## config.mk

```make
export PLATFORM = sky130hd
export DESIGN_NAME = img_proc_core
export DESIGN_NICKNAME = d
export VERILOG_FILES = /design/src/rtl/img_core_pkg.sv /design/src/rtl/img_core_alu.sv /design/src/rtl/img_proc_core.sv
export SDC_FILE = /design/constraint.sdc
export NUM_CORES = 1
export LEC_CHECK = 0
export CAP_MARGIN = 20
export CORE_MARGIN = 5
export CORE_UTILIZATION = 45
export CTS_BUF_LIST = sky130_fd_sc_hd__clkbuf_4 sky130_fd_sc_hd__clkbuf_8 sky130_fd_sc_hd__clkbuf_16
export DETAILED_ROUTE_END_ITERATION = 10
export PLACE_DENSITY = 0.65
export SYNTH_ARGS = -nofsm -noshare
export SYNTH_HDL_FRONTEND = slang
export SYNTH_SLANG_ARGS = --single-unit
```

## constraint.sdc

```tcl
create_clock -name clk -period 14 [get_ports clk]
set_input_delay 2.8 -clock clk [delete_from_list [all_inputs] [get_ports clk]]
set_output_delay 2.8 -clock clk [all_outputs]
set_load 0.005 [all_outputs]
```

## src/rtl/img_core_pkg.sv

```systemverilog
// Shared definitions for the img_proc_core accumulator processor:
// opcode map, FSM state encoding, ALU operation codes and decode helpers.
package img_core_pkg;

    localparam logic [3:0] OP_NOP    = 4'h0;
    localparam logic [3:0] OP_LDAC   = 4'h1;
    localparam logic [3:0] OP_STAC   = 4'h2;
    localparam logic [3:0] OP_MVMAR  = 4'h3;
    localparam logic [3:0] OP_MOVR   = 4'h4;
    localparam logic [3:0] OP_MOVA   = 4'h5;
    localparam logic [3:0] OP_ADD    = 4'h6;
    localparam logic [3:0] OP_SUB    = 4'h7;
    localparam logic [3:0] OP_INCR   = 4'h8;
    localparam logic [3:0] OP_INCMAR = 4'h9;
    localparam logic [3:0] OP_CLAC   = 4'hA;
    localparam logic [3:0] OP_JMPZ   = 4'hB;
    localparam logic [3:0] OP_JMP    = 4'hC;
    localparam logic [3:0] OP_SHR    = 4'hD;
    localparam logic [3:0] OP_LDI    = 4'hE;
    localparam logic [3:0] OP_HALT   = 4'hF;

    localparam logic [2:0] S_FETCH = 3'd0;
    localparam logic [2:0] S_OPND  = 3'd1;
    localparam logic [2:0] S_EXEC  = 3'd2;
    localparam logic [2:0] S_MEM   = 3'd3;
    localparam logic [2:0] S_HALT  = 3'd4;

    typedef enum logic [2:0] {
        ALU_PASS,
        ALU_ADD,
        ALU_SUB,
        ALU_INC,
        ALU_SHR,
        ALU_ZERO
    } alu_op_t;

    function automatic logic is_two_byte(input logic [3:0] opc);
        return (opc == OP_JMPZ) || (opc == OP_JMP) || (opc == OP_LDI);
    endfunction

    function automatic logic is_mem(input logic [3:0] opc);
        return (opc == OP_LDAC) || (opc == OP_STAC);
    endfunction

endpackage

```

## src/rtl/img_core_alu.sv

```systemverilog
// Combinational ALU for img_proc_core.
// Build option SAT_ARITH_EN: ADD clamps high, SUB clamps at zero.
module img_core_alu
    import img_core_pkg::*;
#(
    parameter int DATA_W = 16
) (
    input  alu_op_t           op,
    input  logic [DATA_W-1:0] a,
    input  logic [DATA_W-1:0] b,
    input  logic [3:0]        shamt,
    output logic [DATA_W-1:0] y,
    output logic              zero
);

    logic [DATA_W-1:0] add_y;
    logic [DATA_W-1:0] sub_y;

`ifdef SAT_ARITH_EN
    logic [DATA_W:0] sum;
    logic [DATA_W:0] diff;

    assign sum   = {1'b0, a} + {1'b0, b};
    assign diff  = {1'b0, a} - {1'b0, b};
    // Carry-out on add / borrow on subtract selects the pixel clamp value.
    assign add_y = sum[DATA_W]  ? '1 : sum[DATA_W-1:0];
    assign sub_y = diff[DATA_W] ? '0 : diff[DATA_W-1:0];
`else
    assign add_y = a + b;
    assign sub_y = a - b;
`endif

    always_comb begin
        y = '0;
        case (op)
            ALU_PASS: y = b;
            ALU_ADD:  y = add_y;
            ALU_SUB:  y = sub_y;
            ALU_INC:  y = a + DATA_W'(1);
            ALU_SHR:  y = a >> shamt;
            ALU_ZERO: y = '0;
            default:  y = '0;
        endcase
    end

    assign zero = (y == '0);

endmodule

```

## src/rtl/img_proc_core.sv

```systemverilog
// Multi-cycle accumulator processor core: FSM, GP registers, PC, MAR
// and req/ack data-memory handshake. Build option SAT_ARITH_EN (see ALU).
module img_proc_core
    import img_core_pkg::*;
#(
    parameter int DATA_W = 16,
    parameter int ADDR_W = 8,
    parameter int NUM_GP = 4
) (
    input  logic              clk,
    input  logic              rst_n,
    output logic [ADDR_W-1:0] imem_addr,
    input  logic [7:0]        imem_data,
    output logic              dmem_req,
    output logic              dmem_we,
    output logic [ADDR_W-1:0] dmem_addr,
    output logic [DATA_W-1:0] dmem_wdata,
    input  logic [DATA_W-1:0] dmem_rdata,
    input  logic              dmem_ack,
    output logic              z_flag,
    output logic              halted,
    output logic [DATA_W-1:0] ac_out
);

    logic [2:0]        state;
    logic [ADDR_W-1:0] pc;
    logic [ADDR_W-1:0] mar;
    logic [DATA_W-1:0] ac;
    logic              z;
    logic [7:0]        ir;
    logic [7:0]        op;
    logic [DATA_W-1:0] regs [NUM_GP];

    logic [3:0]        opc;
    logic [3:0]        opr;
    logic [3:0]        nopc;
    logic [DATA_W-1:0] rd;
    logic              in_exec;
    logic              mem_ack;

    alu_op_t           alu_op;
    logic [DATA_W-1:0] alu_a;
    logic [DATA_W-1:0] alu_b;
    logic [DATA_W-1:0] alu_y;
    logic              alu_zero;
    logic              ac_we;

    assign opc     = ir[7:4];
    assign opr     = ir[3:0];
    assign nopc    = imem_data[7:4];
    assign in_exec = (state == S_EXEC);
    assign mem_ack = (state == S_MEM) && dmem_ack;

    // Register indices at or above NUM_GP read as zero.
    always_comb begin
        rd = '0;
        for (int i = 0; i < NUM_GP; i++) begin
            if (opr == 4'(i)) rd = regs[i];
        end
    end

    always_comb begin
        alu_op = ALU_PASS;
        alu_a  = ac;
        alu_b  = rd;
        ac_we  = 1'b0;
        case (opc)
            OP_LDAC: begin
                alu_b = dmem_rdata;
                ac_we = mem_ack;
            end
            OP_MOVA: ac_we = in_exec;
            OP_ADD: begin
                alu_op = ALU_ADD;
                ac_we  = in_exec;
            end
            OP_SUB: begin
                alu_op = ALU_SUB;
                ac_we  = in_exec;
            end
            OP_INCR: begin
                alu_op = ALU_INC;
                alu_a  = rd;
            end
            OP_CLAC: begin
                alu_op = ALU_ZERO;
                ac_we  = in_exec;
            end
            OP_SHR: begin
                alu_op = ALU_SHR;
                ac_we  = in_exec;
            end
            OP_LDI: begin
                alu_b = DATA_W'(op);
                ac_we = in_exec;
            end
            default: ;
        endcase
    end

    img_core_alu #(
        .DATA_W(DATA_W)
    ) u_alu (
        .op   (alu_op),
        .a    (alu_a),
        .b    (alu_b),
        .shamt(opr),
        .y    (alu_y),
        .zero (alu_zero)
    );

    always_ff @(posedge clk or negedge rst_n) begin
        if (!rst_n) begin
            state <= S_FETCH;
            pc    <= '0;
            mar   <= '0;
            ir    <= '0;
            op    <= '0;
        end else begin
            case (state)
                S_FETCH: begin
                    ir <= imem_data;
                    pc <= pc + ADDR_W'(1);
                    unique case (1'b1)
                        is_two_byte(nopc): state <= S_OPND;
                        is_mem(nopc):      state <= S_MEM;
                        default:           state <= S_EXEC;
                    endcase
                end
                S_OPND: begin
                    op    <= imem_data;
                    pc    <= pc + ADDR_W'(1);
                    state <= S_EXEC;
                end
                S_EXEC: begin
                    state <= (opc == OP_HALT) ? S_HALT : S_FETCH;
                    case (opc)
                        OP_MVMAR:  mar <= rd[ADDR_W-1:0];
                        OP_INCMAR: mar <= mar + ADDR_W'(1);
                        OP_JMPZ:   if (z) pc <= ADDR_W'(op);
                        OP_JMP:    pc <= ADDR_W'(op);
                        default: ;
                    endcase
                end
                S_MEM: begin
                    if (dmem_ack) state <= S_FETCH;
                end
                S_HALT: ;
                default: state <= S_FETCH;
            endcase
        end
    end

    always_ff @(posedge clk or negedge rst_n) begin
        if (!rst_n) begin
            ac <= '0;
            z  <= 1'b1;
        end else if (ac_we) begin
            ac <= alu_y;
            z  <= alu_zero;
        end
    end

    // Writes to indices at or above NUM_GP match no register and are dropped.
    always_ff @(posedge clk or negedge rst_n) begin
        if (!rst_n) begin
            for (int i = 0; i < NUM_GP; i++) regs[i] <= '0;
        end else if (in_exec) begin
            for (int i = 0; i < NUM_GP; i++) begin
                if (opr == 4'(i)) begin
                    if (opc == OP_MOVR) regs[i] <= ac;
                    else if (opc == OP_INCR) regs[i] <= alu_y;
                end
            end
        end
    end

    assign imem_addr  = pc;
    assign dmem_req   = (state == S_MEM);
    assign dmem_we    = dmem_req && (opc == OP_STAC);
    assign dmem_addr  = mar;
    assign dmem_wdata = ac;
    assign z_flag     = z;
    assign halted     = (state == S_HALT);
    assign ac_out     = ac;

endmodule
```

After elaboration in Yosys (flattened, before gate mapping). Cells that the tools add are included.

Shifts and indexed selects: 1. Muxes and demuxes: 19. Equality and inequality tests: 34. Reductions and logical operators: 21. $add $sub $neg: 5. Bitwise gates (word level): 1.

Operator list (number): 16-bit 2-to-1 mux (7); 16-bit case mux with 5 select lines (1); 8-bit case mux with 2 select lines (3); 4-bit equality test (second input constant) (11); 16-bit case mux with 2 select lines (1); 3-bit case mux with 5 select lines (2); 4-bit by 2-bit equality test with 1-bit output (second input constant) (5); 16-bit by 1-bit adder with 16-bit output (second input constant) (1); 16-bit adder (1); 8-bit by 1-bit adder with 8-bit output (second input constant) (2); 4-bit by 3-bit equality test with 1-bit output (second input constant) (4); 16-bit logical NOT (1); 16-bit by 4-bit right shift with 16-bit output (1); 16-bit subtractor (1); 3-bit AND reduction (5); 3-bit by 2-bit equality test with 1-bit output (second input constant) (4); 4-bit by 1-bit equality test with 1-bit output (second input constant) (3); 8-bit 2-to-1 mux (1); 3-bit by 1-bit equality test with 1-bit output (second input constant) (2); 3-bit equality test (second input constant) (2); 3-bit logical NOT (2); 3-bit 2-to-1 mux (2); 2-bit nonzero test (3); 6-bit OR reduction (1); 11 further kinds (15).

Register bits after elaboration: 116. Output and inout bits: 52.

Depth between registers and ports, before layout. Gate-level depths: netlist of the first run.

Depth after elaboration: 10. Gate-level depth with buffers: 23. Mapped depth without buffers: 21.

Cells and area by module. A second synthesis of the first run with hierarchy kept.

Cell total of the unflattened synthesis: 942. Area total of the unflattened synthesis: 8334.2 um^2.

By module, submodules not included: img_proc_core (cells each 602, instances 1, area an instance 6053.3 um^2); img_core_alu (cells each 340, instances 1, area an instance 2280.9 um^2).

Worst setup path before layout of the first run. Ideal clock, no wire load.

Path kind: input to register. Start point: input dmem_rdata[1]. End point: register z (netlist: z_flag). Slack: 7.733 ns. Stages on the path: 18. Arrival: 6.205 ns. Cell sequence: a22oi_1 > o21a_1 > ha_1 > inv_1 > nor3_1 > o211ai_1 > o31ai_1 > ha_1 > or4_1 > o2111a_1 > o31a_1 > nor3b_1 > xor2_1 > nor2_1 > a221oi_1 > nand2_1 > nor4_2 > a41o_1.

Word-level cells in the longest chain between the ends: 4. Elaborated cells on any way between the ends: 5.

Ends and longest elaborated chain: start: declaration (line img_proc_core.sv:18) `input logic [DATA_W-1:0] dmem_rdata,`; 16-bit case mux with 2 select lines (*) (line img_proc_core.sv:67) `case (opc)`; 16-bit subtractor or 16-bit adder (tied branches) (line img_core_alu.sv:30, img_core_alu.sv:29); 16-bit case mux with 5 select lines (*) (line img_core_alu.sv:35) `case (op)`; 16-bit logical NOT (*) (line img_core_alu.sv:46) `assign zero = (y == '0);`; end signal: assignment (line img_proc_core.sv:160) `z <= alu_zero;`; end: declaration (line img_proc_core.sv:29) `logic z;`.

Mark *: on every way between the ends. The rest lies on a longest branch, timed or not. A chain may end at the register's enable or synchronous reset.

Worst setup path in the final report of the first run. Same ends and word-level chain as after synthesis.

==> results of run 1 <==
==> layer usage <==
metal  wire length [um]  share of wire, %  global-route usage [%]  vias to the layer above
met5                  0                 0                       0                        -
met4               1015               3.7                   11.39                        0
met3               1781               6.5                   4.597                       60
met2              12690                46                   43.06                      295
met1              11840                43                   35.56                     3647
li1                   -                 -                       -                     3598
==> worst max-delay path, delay by kind of cell <==
| family | cells | cell delay, ns |
|---|---|---|
| buf+inv | 2 | 0.47 |
| simple gates | 6 | 1.65 |
| compound gates | 8 | 1.73 |
| fa+ha+maj | 2 | 0.55 |
| xor+xnor | 1 | 0.18 |
==> stage by stage <==
step / instance area [um2] / util, %
2_1_floorplan: 8135 / -
3_3_place_gp: 8897 / 49.70
3_5_place_dp: 8897 / 49.70
4_1_cts: 9563 / 53.42
5_1_grt: 9570 / 53.46
6_report: 9570 / 53.46
==> layout make-up <==
cell class                 count  area, um2
timing repair buffer          93      890.9
inverter                      18      67.56
sequential                   116       2905
tap                          229      286.5
fill                        1699       8332
multi-input combinational    756       4755
clock inverter                15      240.2
clock buffer                  17      425.4
==> registers in the layout, summed over array words and instances, names as in the netlist <==
name	flops
state	3
op	8
dmem_addr	8
imem_addr	8
z_flag	1
ac_out	16
regs	64
ir	8
==> cell usage in the layout (no fill, tap or decap), drive strengths merged, types with 5 or more instances in the layout <==
| master | netlist | final |
|---|---|---|
| nand2 | 159 | 159 |
| o21ai | 127 | 127 |
| dfrtp | 115 | 115 |
| clkdlybuf4s50 | 0 | 77 |
| nor2 | 69 | 69 |
| a21oi | 58 | 58 |
| mux2i | 46 | 46 |
| nand3 | 27 | 27 |
| mux2 | 24 | 24 |
| inv | 16 | 24 |
| o22ai | 20 | 20 |
| ha | 18 | 18 |
| nor3 | 17 | 17 |
| clkbuf | 40 | 17 |
| buf | 38 | 16 |
| a31oi | 12 | 12 |
| o22a | 12 | 12 |
| o21a | 10 | 10 |
| a22o | 9 | 9 |
| a22oi | 9 | 9 |
| a221oi | 9 | 9 |
| o31ai | 8 | 8 |
| and2 | 8 | 8 |
| nand2b | 8 | 8 |
| xor2 | 7 | 7 |
| and3 | 6 | 6 |
| xnor2 | 6 | 6 |
| or3 | 5 | 5 |
| a21o | 5 | 5 |
| mux4 | 5 | 5 |
| nor3b | 5 | 5 |
| bufinv | 0 | 5 |
==> kinds of logic after synthesis <==
kind of cell             after synthesis  synth area share [%]
multiplexers                          75                 10.41
XOR/XNOR                              13                 1.400
buffers and inverters                 96                 5.860
flip-flops                           116                 35.70
adder cells (fa/ha/maj)               19                 3.015
AO/OA/AOI/OAI                        314                 24.21
AND/OR/NAND/NOR                      335                 19.41
==> worst min-delay path by stage <==
stage,from,endpoint,slack (ns),depth (start not counted)
floorplan,regs[25],regs[25],0.44,2
finish,regs[17],regs[17],0.48,2
global placement,regs[19],regs[19],0.46,2
global route,regs[12],regs[12],0.50,2
CTS,regs[52],regs[52],0.48,2
detailed placement,regs[52],regs[52],0.47,2
==> results.sh, run 1 <==
export IMPL_status="finished, final reports clean"
export IMPL_die_w_um=144.5
export IMPL_rr_startpoint="ir[1]"
export IMPL_die_area_mm2=0.02087
export IMPL_cts_sinks=116
export IMPL_num_io_pins=79
export IMPL_holdWs_ns=0.4773
export IMPL_cts_max_path_buffers=2
export IMPL_synthesis_area_per_instance_um2=8.404
export IMPL_yosys_warnings=0
export IMPL_reg2reg_depth=20
export IMPL_fmax_mhz=142.8
export IMPL_port_buffer_count=78
export IMPL_placed_cells=1211
export IMPL_crit_slowest_cell="or4_1"
export IMPL_hold_path_class="reg2reg"
export IMPL_synthTopCellsByArea="dfrtp_1 (35%), o21ai_0 (7.4%), nand2_1 (7.3%), mux2i_1 (5.5%), a21oi_1 (3.4%)"
export IMPL_path_cells="clkdlybuf4s50_1 -> a22oi_1 -> o21a_1 -> ha_1 -> inv_1 -> nor3_1 -> o211ai_1 -> o31ai_1 -> ha_1 -> or4_1 -> o2111a_1 -> o31a_1 -> nor3b_1 -> xor2_1 -> nor2_1 -> a221oi_1 -> nand2_1 -> nor4_2 -> a41o_1"
export IMPL_period_share_pct=50.01
export IMPL_grt_pass1_wl_um=42340
export IMPL_crit_start="dmem_rdata[1]"
export IMPL_grt_max_degree=65
export IMPL_slew_headroom_pct=29.69
export IMPL_worst_setup_path_end_kind="flop"
export IMPL_ys_ff_latch=116
export IMPL_hold_viol=0
export IMPL_wl_per_cell_um=21.97
export IMPL_std_cell_rows=49
export IMPL_hpwl_um=19630
export IMPL_grt_antenna_before_repair=0
export IMPL_dieHeight_um=144.5
export IMPL_critPathLaunchType="input pin"
export IMPL_drtIter0Drc=560
export IMPL_start_util_pct=45.44
export IMPL_cts_tree="done"
export IMPL_hold_buffers=0
export IMPL_tns_ns=0
export IMPL_first_pass_iters=5
export IMPL_syn_num_nets=1014
export IMPL_timing_rr_end="z_flag"
export IMPL_rsz0062_at_grt="no"
export IMPL_syn_area_mm2=0.008135
export IMPL_cp_required_ns=14.37
export IMPL_yosys_top_cells_count="nand2_1 (159), o21ai_0 (120), dfrtp_1 (115)"
export IMPL_ctsRootBufferMaster="clkbuf_16"
export IMPL_worst_pin_slew_ns=1.052
export IMPL_clk_pin_slew_worst_paths_ns=0.06
export IMPL_synth_cell_type_count=86
export IMPL_routed_wl_um=27330
export IMPL_finalWeightedCongestion=0.9652
export IMPL_vias=7600
export IMPL_grt_pass1_vias=7367
export IMPL_crit_end="z_flag"
export IMPL_slew_violations=0
export IMPL_fp_coreArea_mm2=0.01790
export IMPL_ys_seq_area_share_pct=35.70
export IMPL_cp_arrival_ns=7.37
export IMPL_h_tree_depth=4
export IMPL_grt_ovfl_total=0
export IMPL_synthCells=968
export IMPL_final_cells=1244
export IMPL_max_cap_violations=0
export IMPL_insertion_delay_ns=0.43
export IMPL_reg2reg_setup_slack_ns=8.21
export IMPL_postCtsSetupBuffers=0
export IMPL_finalSetupViolCount=0
export IMPL_critPathMaxStageDelay_ns=0.49
export IMPL_path_class="in2reg"
export IMPL_drc=0
export IMPL_ys_flop_type="dfrtp_1"
export IMPL_finalClockSkew_ns=0.01685
export IMPL_synth_top_area_cell="dfrtp_1"
export IMPL_synth_edf_count=0
export IMPL_yosysTopAreaCellShare_pct=35.37
export IMPL_crit_top_cell="ha_1"
export IMPL_track_usage_pct=26.74
export IMPL_avgViaCountPerCell=6.109
export IMPL_n_antenna_cell=0
export IMPL_synthArstFlopShare_pct=100.0
export IMPL_layout_nets=1048
export IMPL_post_cts_resized=0
export IMPL_crit_fanout=5
export IMPL_postLayoutSetupSlackWorst_ns=6.998
export IMPL_synth_most_common_cell="nand2_1"
export IMPL_numCtsBuffers=17
export IMPL_area_delta_synth_final_pct=17.64
export IMPL_min_period_ns=7.002
export IMPL_final_antenna_net_count=0
export IMPL_drive_gt1_share_pct=9.557
export IMPL_dp_slack_ns=6.576
Power of run 1 is left out: the tool's default activity adds up to more than one toggle a clock period on the data nets, which glitch-free logic cannot reach.
==> inputs of run 2 (changes only) <==
==> constraint.sdc (replaced) <==
create_clock -name clk -period 7.3 [get_ports clk]
set_input_delay 1.46 -clock clk [delete_from_list [all_inputs] [get_ports clk]]
set_output_delay 1.46 -clock clk [all_outputs]
set_load 0.005 [all_outputs]
==> results.sh, run 2 (synthesis gave the netlist of run 1 again) <==
export IMPL_max_cap_violations=0
export IMPL_grt_ovfl_total=0
export IMPL_cts_tree="done"
export IMPL_post_cts_resized=0
export IMPL_worst_setup_path_end_kind="flop"
export IMPL_crit_slowest_cell="dfrtp_1"
export IMPL_numCtsBuffers=17
export IMPL_cp_required_ns=7.67
export IMPL_die_area_mm2=0.02087
export IMPL_postCtsSetupBuffers=0
export IMPL_hold_viol=0
export IMPL_hold_buffers=0
export IMPL_track_usage_pct=26.85
export IMPL_cts_max_path_buffers=2
export IMPL_min_period_ns=5.852
export IMPL_hpwl_um=19910
export IMPL_slew_violations=0
export IMPL_fp_coreArea_mm2=0.01790
export IMPL_routed_wl_um=27270
export IMPL_port_buffer_count=78
export IMPL_grt_antenna_before_repair=0
export IMPL_tns_ns=0
export IMPL_critPathTopFamily="simple AND/OR/NAND/NOR gates"
export IMPL_dieHeight_um=144.5
export IMPL_path_cells="nor4b_4 -> buf_4 -> or2_1 -> o21a_1 -> ha_1 -> inv_1 -> nor3_1 -> o211ai_1 -> o31ai_1 -> ha_1 -> or4_1 -> o2111a_1 -> o31a_1 -> nor3b_1 -> xor2_1 -> nor2_1 -> a221oi_1 -> nand2_1 -> nor4_2 -> a41o_1"
export IMPL_avgViaCountPerCell=6.086
export IMPL_hold_path_class="reg2reg"
export IMPL_first_pass_iters=6
export IMPL_top_register="regs"
export IMPL_reg2reg_depth=20
export IMPL_finalClockSkew_ns=0.01300
export IMPL_wl_per_cell_um=21.89
export IMPL_finalWeightedCongestion=0.9781
export IMPL_rsz0062_at_grt="no"
export IMPL_insertion_delay_ns=0.44
export IMPL_drtIter0Drc=657
export IMPL_path_class="reg2reg"
export IMPL_n_antenna_cell=0
export IMPL_fmax_mhz=170.9
export IMPL_vias=7583
export IMPL_slew_headroom_pct=31.46
export IMPL_largest_reg_flops=64
export IMPL_hold_depth=2
export IMPL_std_cell_rows=49
export IMPL_critPathMaxStageDelay_ns=0.68
export IMPL_num_io_pins=79
export IMPL_clk_pin_slew_worst_paths_ns=0.06
export IMPL_area_delta_synth_final_pct=17.07
export IMPL_ctsRootBufferMaster="clkbuf_16"
export IMPL_drive_gt1_share_pct=9.735
export IMPL_critPathLaunchType="flop"
export IMPL_grt_pass1_wl_um=42700
export IMPL_layout_common_cells="nand2_1 (159), o21ai_0 (120), dfrtp_1 (114)"
export IMPL_crit_fanout=17
export IMPL_die_w_um=144.5
export IMPL_final_antenna_net_count=0
export IMPL_crit_buf_inv=2
export IMPL_final_common_cell="nand2_1"
export IMPL_crit_top_cell="ha_1"
export IMPL_cp_arrival_ns=6.23
export IMPL_crit_cells=20
export IMPL_period_share_pct=80.16
export IMPL_status="finished, final reports clean"
export IMPL_h_tree_depth=4
export IMPL_start_util_pct=45.44
export IMPL_cts_sinks=116
export IMPL_drc=0
export IMPL_layout_nets=1050
export IMPL_grt_max_degree=69
export IMPL_grt_pass1_vias=7468
export IMPL_holdWs_ns=0.4788
export IMPL_finalSetupViolCount=0
export IMPL_worst_pin_slew_ns=1.026
[run 2: worst paths after layout]
kind | startpoint | end | slack [ns]
max in group asynchronous | rst_n | regs[10] | 4.91
worst min-delay path | regs[21] | regs[21] | 0.48
worst min register to register | regs[21] | regs[21] | 0.48
worst max register to register | ir[4] | z_flag | 1.45
min in group asynchronous | rst_n | dmem_addr[5] | 1.07
worst max-delay path | ir[4] | z_flag | 1.45
[run 2: worst reg2reg max path, delay by kind of cell, from the launching register on]
family,cells,cell delay [ns]
XOR/XNOR,1,0.17
adder cells (fa/ha/maj),2,0.55
AND/OR/NAND/NOR,8,2.56
AO/OA/AOI/OAI,7,1.49
buffers and inverters,2,0.36
flip-flops,1,0.68
[run 2: final cells by class]
type                       instances  area (um2)
clock buffer                      17       425.4
clock inverter                    15       171.4
fill                            1698        8378
inverter                          18       67.56
multi-input combinational        756        4755
timing repair buffer              95       913.4
tap                              229       286.5
sequential                       116        2905
[run 2: through the flow]
step           instances  cell area, um2  utilization (%)  setup WS, ns
6_report            1246            9524            53.20         1.448
5_1_grt             1246            9524            53.20         1.065
4_1_cts             1245            9517            53.16         1.475
3_5_place_dp        1213            8920            49.83         1.148
3_3_place_gp        1212            8905            49.74         1.274
2_1_floorplan        968            8135                -         2.373
[run 2: per-layer routing]
metal	up-vias	GRT usage [%]	share of wire, %
met5	-	0	0
met4	0	10.36	3.6
met3	57	6.151	7.3
met2	322	42.36	46
met1	3618	35.95	43
li1	3586	-	-
Power of run 2 is left out for the same reason.
==> inputs of run 3 (changes only) <==
--- a/config.mk
+++ b/config.mk
@@ -10,7 +10,7 @@
 export CORE_UTILIZATION = 45
 export CTS_BUF_LIST = sky130_fd_sc_hd__clkbuf_4 sky130_fd_sc_hd__clkbuf_8 sky130_fd_sc_hd__clkbuf_16
 export DETAILED_ROUTE_END_ITERATION = 10
-export PLACE_DENSITY = 0.65
+export PLACE_DENSITY = 0.68
 export SYNTH_ARGS = -nofsm -noshare
 export SYNTH_HDL_FRONTEND = slang
 export SYNTH_SLANG_ARGS = --single-unit
==> constraint.sdc (replaced) <==
create_clock -name clk -period 4.9 [get_ports clk]
set_input_delay 0.98 -clock clk [delete_from_list [all_inputs] [get_ports clk]]
set_output_delay 0.98 -clock clk [all_outputs]
set_load 0.005 [all_outputs]
==> results.sh, run 3 (synthesis gave the netlist of run 1 again) <==
export IMPL_finalClockSkew_ns=0.01163
export IMPL_clk_pin_slew_worst_paths_ns=0.06
export IMPL_drc=0
export IMPL_first_pass_iters=5
export IMPL_reg2reg_depth=22
export IMPL_critPathLaunchType="flop"
export IMPL_layout_nets=1120
export IMPL_drtIter0Drc=636
export IMPL_die_w_um=144.5
export IMPL_ctsRootBufferMaster="clkbuf_16"
export IMPL_grt_max_degree=53
export IMPL_reg2reg_setup_slack_ns=0.22
export IMPL_dieHeight_um=144.5
export IMPL_fp_coreArea_mm2=0.01790
export IMPL_fmax_mhz=213.5
export IMPL_wl_per_cell_um=21.13
export IMPL_hold_buffers=0
export IMPL_hp_start="regs[51]"
export IMPL_insertion_delay_ns=0.42
export IMPL_finalWeightedCongestion=1.034
export IMPL_track_usage_pct=26.90
export IMPL_area_delta_synth_final_pct=23.93
export IMPL_crit_fanout=4
export IMPL_grt_pass1_wl_um=42810
export IMPL_final_area_mm2=0.01008
export IMPL_crit_buf_inv=4
export IMPL_critPathTopFamily="compound AO/OA/AOI/OAI gates"
export IMPL_status="finished, final reports clean"
export IMPL_hold_viol=0
export IMPL_min_to="regs[51]"
export IMPL_max_cap_violations=0
export IMPL_port_buffer_count=78
export IMPL_crit_top_cell="buf_4"
export IMPL_start_util_pct=45.44
export IMPL_n_antenna_cell=0
export IMPL_path_class="reg2reg"
export IMPL_period_share_pct=95.60
export IMPL_std_cell_rows=49
export IMPL_num_io_pins=79
export IMPL_slew_violations=0
export IMPL_slew_headroom_pct=51.57
export IMPL_final_antenna_net_count=0
export IMPL_crit_slowest_cell="or3_4"
export IMPL_hold_depth=2
export IMPL_final_common_cell="nand2_1"
export IMPL_top_register="regs"
export IMPL_avgViaCountPerCell=6.080
export IMPL_rr_startpoint="ir[1]"
export IMPL_cp_arrival_ns=4.97
export IMPL_path_cells="or3_4 -> o22a_1 -> o21a_1 -> ha_1 -> inv_1 -> nor3_1 -> buf_4 -> a21oi_1 -> mux2i_1 -> ha_1 -> o21a_1 -> o21ai_0 -> a31oi_2 -> nand2b_1 -> a21oi_1 -> xnor2_1 -> a222oi_1 -> buf_4 -> buf_4 -> nand2_1 -> o21ai_1 -> o21ai_0"
export IMPL_grt_pass1_vias=7681
export IMPL_grt_antenna_before_repair=0
export IMPL_cp_required_ns=5.19
export IMPL_largest_reg_flops=64
export IMPL_worst_pin_slew_ns=0.7244
export IMPL_finalSetupViolCount=0
export IMPL_vias=8001
export IMPL_layout_common_cells="nand2_1 (159), o21ai_0 (116), dfrtp_1 (114)"
export IMPL_timing_rr_end="regs[12]"
export IMPL_cts_sinks=116
export IMPL_grt_ovfl_total=0
export IMPL_min_period_ns=4.684
export IMPL_cts_tree="done"
export IMPL_die_area_mm2=0.02087
export IMPL_worst_setup_path_end_kind="flop"
export IMPL_critPathMaxStageDelay_ns=0.45
export IMPL_cts_max_path_buffers=2
export IMPL_placed_area_mm2=0.009423
export IMPL_drive_gt1_share_pct=16.47
export IMPL_hpwl_um=20920
export IMPL_finalCoreUtilization_pct=56.32
export IMPL_numCtsBuffers=17
export IMPL_hold_path_class="reg2reg"
export IMPL_routed_wl_um=27810
export IMPL_h_tree_depth=4
[run 3: tightest hold or removal path, delay by kind of cell, from the launching register on]
family           cells  cell delay, ns
AO/OA/AOI/OAI        1            0.05
flip-flops           1            0.34
AND/OR/NAND/NOR      1            0.04
[run 3: timing repair]
action,4_1_cts,5_1_grt
gates resized for setup,1,14
endpoints found under the setup margin,1,30
cloned,0,0
buffers inserted,0,3
pin swaps,0,1
[run 3: through the flow]
stage	setup WS [ns]	hold WS (ns)	setup TNS [ns]	std cells
floorplan	0.4529	0.4446	0	968
global placement	-0.2299	0.4584	-2.149	1281
detailed placement	-0.3013	0.4689	-3.016	1281
CTS	0.06828	0.4820	0	1313
global route	-0.04229	0.4999	-0.1335	1316
finish	0.2158	0.4756	0	1316
[run 3: layer usage]
layer	up-vias	GRT usage, %	wire [um]
met5	-	0	0
met4	0	12.27	1272
met3	79	7.011	2389
met2	386	41.58	12420
met1	3794	35.46	11730
li1	3742	-	-
[run 3: worst max path at each step]
| stage | cells after the start | end | start | slack (ns) |
|---|---|---|---|---|
| floorplan | 18 | z_flag | dmem_rdata[1] | 0.45 |
| global placement | 21 | regs[27] | dmem_rdata[1] | -0.23 |
| detailed placement | 21 | regs[25] | dmem_rdata[1] | -0.30 |
| CTS | 20 | regs[11] | ir[2] | 0.07 |
| global route | 22 | regs[12] | dmem_rdata[0] | -0.04 |
| finish | 22 | regs[12] | ir[1] | 0.22 |
[run 3: layout make-up]
| cell class | instances | area, um2 |
|---|---|---|
| Clock inverter | 14 | 150.1 |
| Inverter | 18 | 67.56 |
| Multi-Input combinational cell | 756 | 4800 |
| Sequential cell | 116 | 2908 |
| Tap cell | 229 | 286.5 |
| Timing Repair Buffer | 165 | 1431 |
| Fill cell | 1634 | 7820 |
| Clock buffer | 18 | 439.2 |
Power of run 3 is left out for the same reason.
==> RTL edit 1 (settings of run 3) <==
Add a define of `SAT_ARITH_EN`.
--- a/src/rtl/img_core_alu.sv
+++ b/src/rtl/img_core_alu.sv
@@ -1,4 +1,6 @@
 // Combinational ALU for img_proc_core.
 // Build option SAT_ARITH_EN: ADD clamps high, SUB clamps at zero.
+`define SAT_ARITH_EN
+
 module img_core_alu
     import img_core_pkg::*;
Check against the original RTL: not equivalent (a bounded check fails within 10 cycles, from zero or initial values and one cycle with rst_n low).
==> RTL edit 1 against run 3 <==
  * Area after synthesis rose by 16%
  * Via count up 22%
  * Final cell count increased by 23%
  * Fmax fell by 0.72%
  * Cell area increased by 19%
  * Clock skew increased by 0.0046 ns
  * Critical path depth is 1 lower
  * Sequential cell count is the same
  * Count of clock-buffer cells in the layout up 1
  * Critical path type unchanged
  * Worst setup slack lost 0.034 ns
  * Routed wire length increased by 24%
  * Worst hold slack got worse by 0.0011 ns
Power is not shown: default switching activity piles up to over one toggle a cycle in this logic, so the estimate is an artifact.
==> RTL edit 1: results (changes against run 3) <==
Arr. time, crit path 5.04 ns (+0.07 ns); 1st-pass router iterations 6 (+1); critical-path maximum fanout 18 (+14); Max Clock Freq 212 MHz (-0.72%); area of the multi-input gates 0.00598 sq mm (+25%); clk_skew 0.0162 ns (+0.00458 ns); R2R Setup Slk 0.18 ns (-0.03 ns); vias in the first global route 9325 (+21%); pre-CTS setup slack -0.223 ns (+0.0786 ns); sequential area share after synthesis 30.8% (-4.9 points); Synth area leaders dfrtp_1 31%, o21ai_0 7.3%, nand2_1 5.6%, ha_1 4.8%, a21oi_1 4.1%; first-pass GRT wire length 53.6 mm (+25%); fin nets 1391 (+24%); post-DP HPWL 26.1 mm (+25%); Wirelength per Cell 21.4 um (+1.5%); DR iter-0 viols 1099 (+73%); CP max stage delay 0.49 ns (+0.04 ns); Placed Area 0.0112 sq mm (+19%); top cells by count, synth 140 x nand2_1, 137 x o21ai_0, 115 x dfrtp_1, 85 x nor2_1, 78 x a21oi_1; Yosys cell types 87 (+1.2%); Placed Cells 1575 (+23%); Routed WL 34.6 mm (+24%); Via density 6.06 (-0.31%); status finished clean; DRT antenna net count 0 (unchanged); Tot GR Track Use 28.5% (+1.6 points); Largest Register regs; Slew @ Worst Pin 0.933 ns (+0.209 ns); max reg flops 64 (unchanged); Slowest-stage cell, CP dfrtp_2; layout cell share with drive strength beyond 1 19.8% (+3.3 points); worst min-delay path category reg -> reg; pin count of the biggest net entering global routing 72 (+36%); GP Congestion 0.968 (-6.4%)
## RTL edit 1: kinds of logic (layout without fill, tap and decap cells)
logic type                 Yosys count  after routing  share of synthesized area (%)
AOI/OAI and AO/OA                  398            398                           26.9
xor gates and xnor gates            26             26                           2.41
adders and majority gates           38             38                           5.20
buffers and inverters              140            310                           6.86
DFF                                116            116                           30.8
muxes                               67             67                           8.19
and+or+nand+nor                    384            384                           19.6
## RTL edit 1: metal layers
layer	GRT usage, %	share of wire [%]
met5	0	0
met2	43.2	45
met4	8.16	2.8
met1	41.0	45
met3	6.13	7.5
## RTL edit 1: worst min-delay path, stage by stage, from the launching register on
cell and delay [ns]:
dfrtp_1 0.33, nand2_1 0.04, o21ai_0 0.06
## RTL edit 1: what timing repair did
| action | 4_1_cts | 5_1_grt |
|---|---|---|
| hold endpoints to repair | 0 | 0 |
| endpoints found under the setup margin | 0 | 68 |
| gates resized for setup | 0 | 31 |
| setup buffers | 0 | 3 |
## RTL edit 1: cell type report
cell class	count	share of cell area, %
clock buffers	19	3.68
clock inverters	13	1.15
inverters	49	1.59
multi-input cells	913	49.9
flip-flops and latches	116	24.3
well taps	275	2.87
repair buffers	229	16.6
## RTL edit 1: path summary, 6_finish.rpt
path / depth (start not counted) / startpoint / endpoint
worst min-delay path: 2 / regs[61]$_DFFE_PN0P_ / regs[61]$_DFFE_PN0P_
worst max-delay path: 21 / ir[1]$_DFFE_PN0N_ / z_flag$_DFFE_PN1P_
worst max register to register: 21 / ir[1]$_DFFE_PN0N_ / z_flag$_DFFE_PN1P_
worst min register to register: 2 / regs[61]$_DFFE_PN0P_ / regs[61]$_DFFE_PN0P_
min in group asynchronous: 1 / rst_n / dmem_addr[2]$_DFFE_PN0P_
max in group asynchronous: 2 / rst_n / ac_out[5]$_DFFE_PN0P_
==> RTL edit 2 (settings of run 3) <==
Made on the original files. Make the reset (`rst_n`) synchronous in 3 clocked blocks.
--- a/src/rtl/img_proc_core.sv
+++ b/src/rtl/img_proc_core.sv
@@ -110,5 +110,5 @@
     );
 
-    always_ff @(posedge clk or negedge rst_n) begin
+    always_ff @(posedge clk) begin
         if (!rst_n) begin
             state <= S_FETCH;
@@ -152,5 +152,5 @@
     end
 
-    always_ff @(posedge clk or negedge rst_n) begin
+    always_ff @(posedge clk) begin
         if (!rst_n) begin
             ac <= '0;
@@ -163,5 +163,5 @@
 
     // Writes to indices at or above NUM_GP match no register and are dropped.
-    always_ff @(posedge clk or negedge rst_n) begin
+    always_ff @(posedge clk) begin
         if (!rst_n) begin
             for (int i = 0; i < NUM_GP; i++) regs[i] <= '0;
Behaviour: differs if rst_n is asserted again (counterexample within 4 cycles, from zero or initial values and one cycle with rst_n low); with rst_n held inactive, the same outputs for 4 cycles.
==> RTL edit 2 against run 3 <==
  * Routed wire length rose by 11%
  * Sequential cell count unchanged
  * Area after synthesis grew 5.8%
  * Non-clock buffer count rose by 32
  * Worst setup slack worse by 0.053 ns
  * Highest routed layer unchanged
  * Die area up 5.4%
  * Cell area is 8.6% higher
  * Clock skew grew 0.0084 ns
Power is left out: it rests on default switching activity, and per cell area and clock period it moved more than threefold.
==> RTL edit 2: results (changes against run 3) <==
met2 usage 42.0% (+0.40 points); area of the multi-input gates 0.00525 sq mm (+9.4%); worst min-delay path category reg -> reg; CP max stage delay 0.44 ns; post-DP HPWL 22.1 mm (+5.6%); fin nets 1182 (+5.5%); GP Congestion 0.951 (-8.1%); most common flop cell mapped by yosys edfxtp_1; filler cell count 1635 (+0.061%); Placed Cells 1344 (+4.9%); GR Layer Usage met3 5.42% (-1.6 points); Slowest-stage cell, CP clkdlybuf4s50_1; sequential area share after synthesis 34.4% (-1.3 points); r2r startpoint ir[2]$_SDFFE_PN0N_; pin count of the biggest net entering global routing 47 (-11%); Routed WL 30.8 mm (+11%); clock slew at reported path FFs 0.05 ns; 1st-pass router iterations 5 (unchanged); vias in the first global route 8239 (+7.3%); clk_skew 0.0201 ns (+0.00844 ns); Synth Instances 1007 (+4.0%); Synth warnings 0 (unchanged); R2R cell count 20 (-9.1%); worst hold path startpoint dmem_addr[7]$_SDFFE_PN0P_; Vias 8815 (+10%); Synth Net Count 1053 (+3.8%); pre-CTS setup slack -0.477 ns (-0.176 ns); status finished clean; top cells by count, synth 107 x nand2_1, 104 x nor2_1, 70 x o21ai_0, 64 x a211oi_1, 64 x edfxtp_1; Arr. time, crit path 4.89 ns (-0.08 ns); EDFF count, synth 64 (+64); critical-path maximum fanout 6 (+2); DR iter-0 viols 1005 (+58%); Min Hold Slack 0.483 ns (+0.00750 ns); Slew @ Worst Pin 0.979 ns (+0.255 ns); layout cell share with drive strength beyond 1 19.6% (+3.1 points); Yosys cell types 89 (+3.5%); first-pass GRT wire length 47.1 mm (+10%); Reg2Reg Capture Point regs[2][15]$_SDFFCE_PN0P_; initial antenna violation count 0 (unchanged); R2R Setup Slk 0.21 ns; port bufs 78 (unchanged); hold endpoint dmem_addr[7]$_SDFFE_PN0P_; ANT cells 0 (unchanged); Max Clock Freq 211 MHz (-1.1%); met1 usage 38.6% (+3.2 points); Via density 6.37 (+4.8%); Tot GR Track Use 27.4% (+0.53 points); Hold Crit Depth 2 (unchanged); Placed Area 0.0101 sq mm (+7.1%); Synth area leaders edfxtp_1 22%, dfxtp_1 12%, a211oi_1 5.6%, nand2_1 4.7%, nor2_1 4.5%; ys async rst share 0% (-100 points)
RTL edit 2: timing repair:
| action | in CTS | in global routing |
|---|---|---|
| resized for setup | 3 | 37 |
| setup endpoints to repair | 5 | 25 |
| setup buffers | 0 | 6 |
| pin swaps | 1 | 20 |
RTL edit 2: area by class of cell:
cell class	count	share of cell area [%]
clock buffer	17	3.89
clock inverter	15	2.10
tap	234	2.67
multi-input combinational	782	48.0
sequential	116	27.1
inverter	22	0.754
timing repair buffer	197	15.5
RTL edit 2: worst max path at each step:
stage / end / from
3_5_place_dp: regs[3][15]$_DFFE_PP_ / dmem_rdata[0]
2_1_floorplan: regs[0][15]$_SDFFCE_PN0P_ / dmem_rdata[0]
4_1_cts: regs[3][15]$_DFFE_PP_ / dmem_rdata[1]
3_3_place_gp: regs[3][15]$_DFFE_PP_ / dmem_rdata[0]
6_report: regs[2][15]$_SDFFCE_PN0P_ / dmem_rdata[0]
5_1_grt: z_flag$_SDFFE_PN1P_ / dmem_rdata[0]
RTL edit 2: per-layer routing:
layer / wire length [um] / share of wire [%]
met4: 787 / 2.6
met2: 14000 / 45
met5: 0 / 0
met3: 2770 / 9.0
met1: 13300 / 43
RTL edit 2: kinds of logic after synthesis:
logic type                 synth area share, %
xor gates and xnor gates                  1.42
buffers and inverters                     6.63
muxes                                     6.37
adders and majority gates                 2.85
AOI/OAI and AO/OA                         27.5
and+or+nand+nor                           20.8
DFF                                       34.4
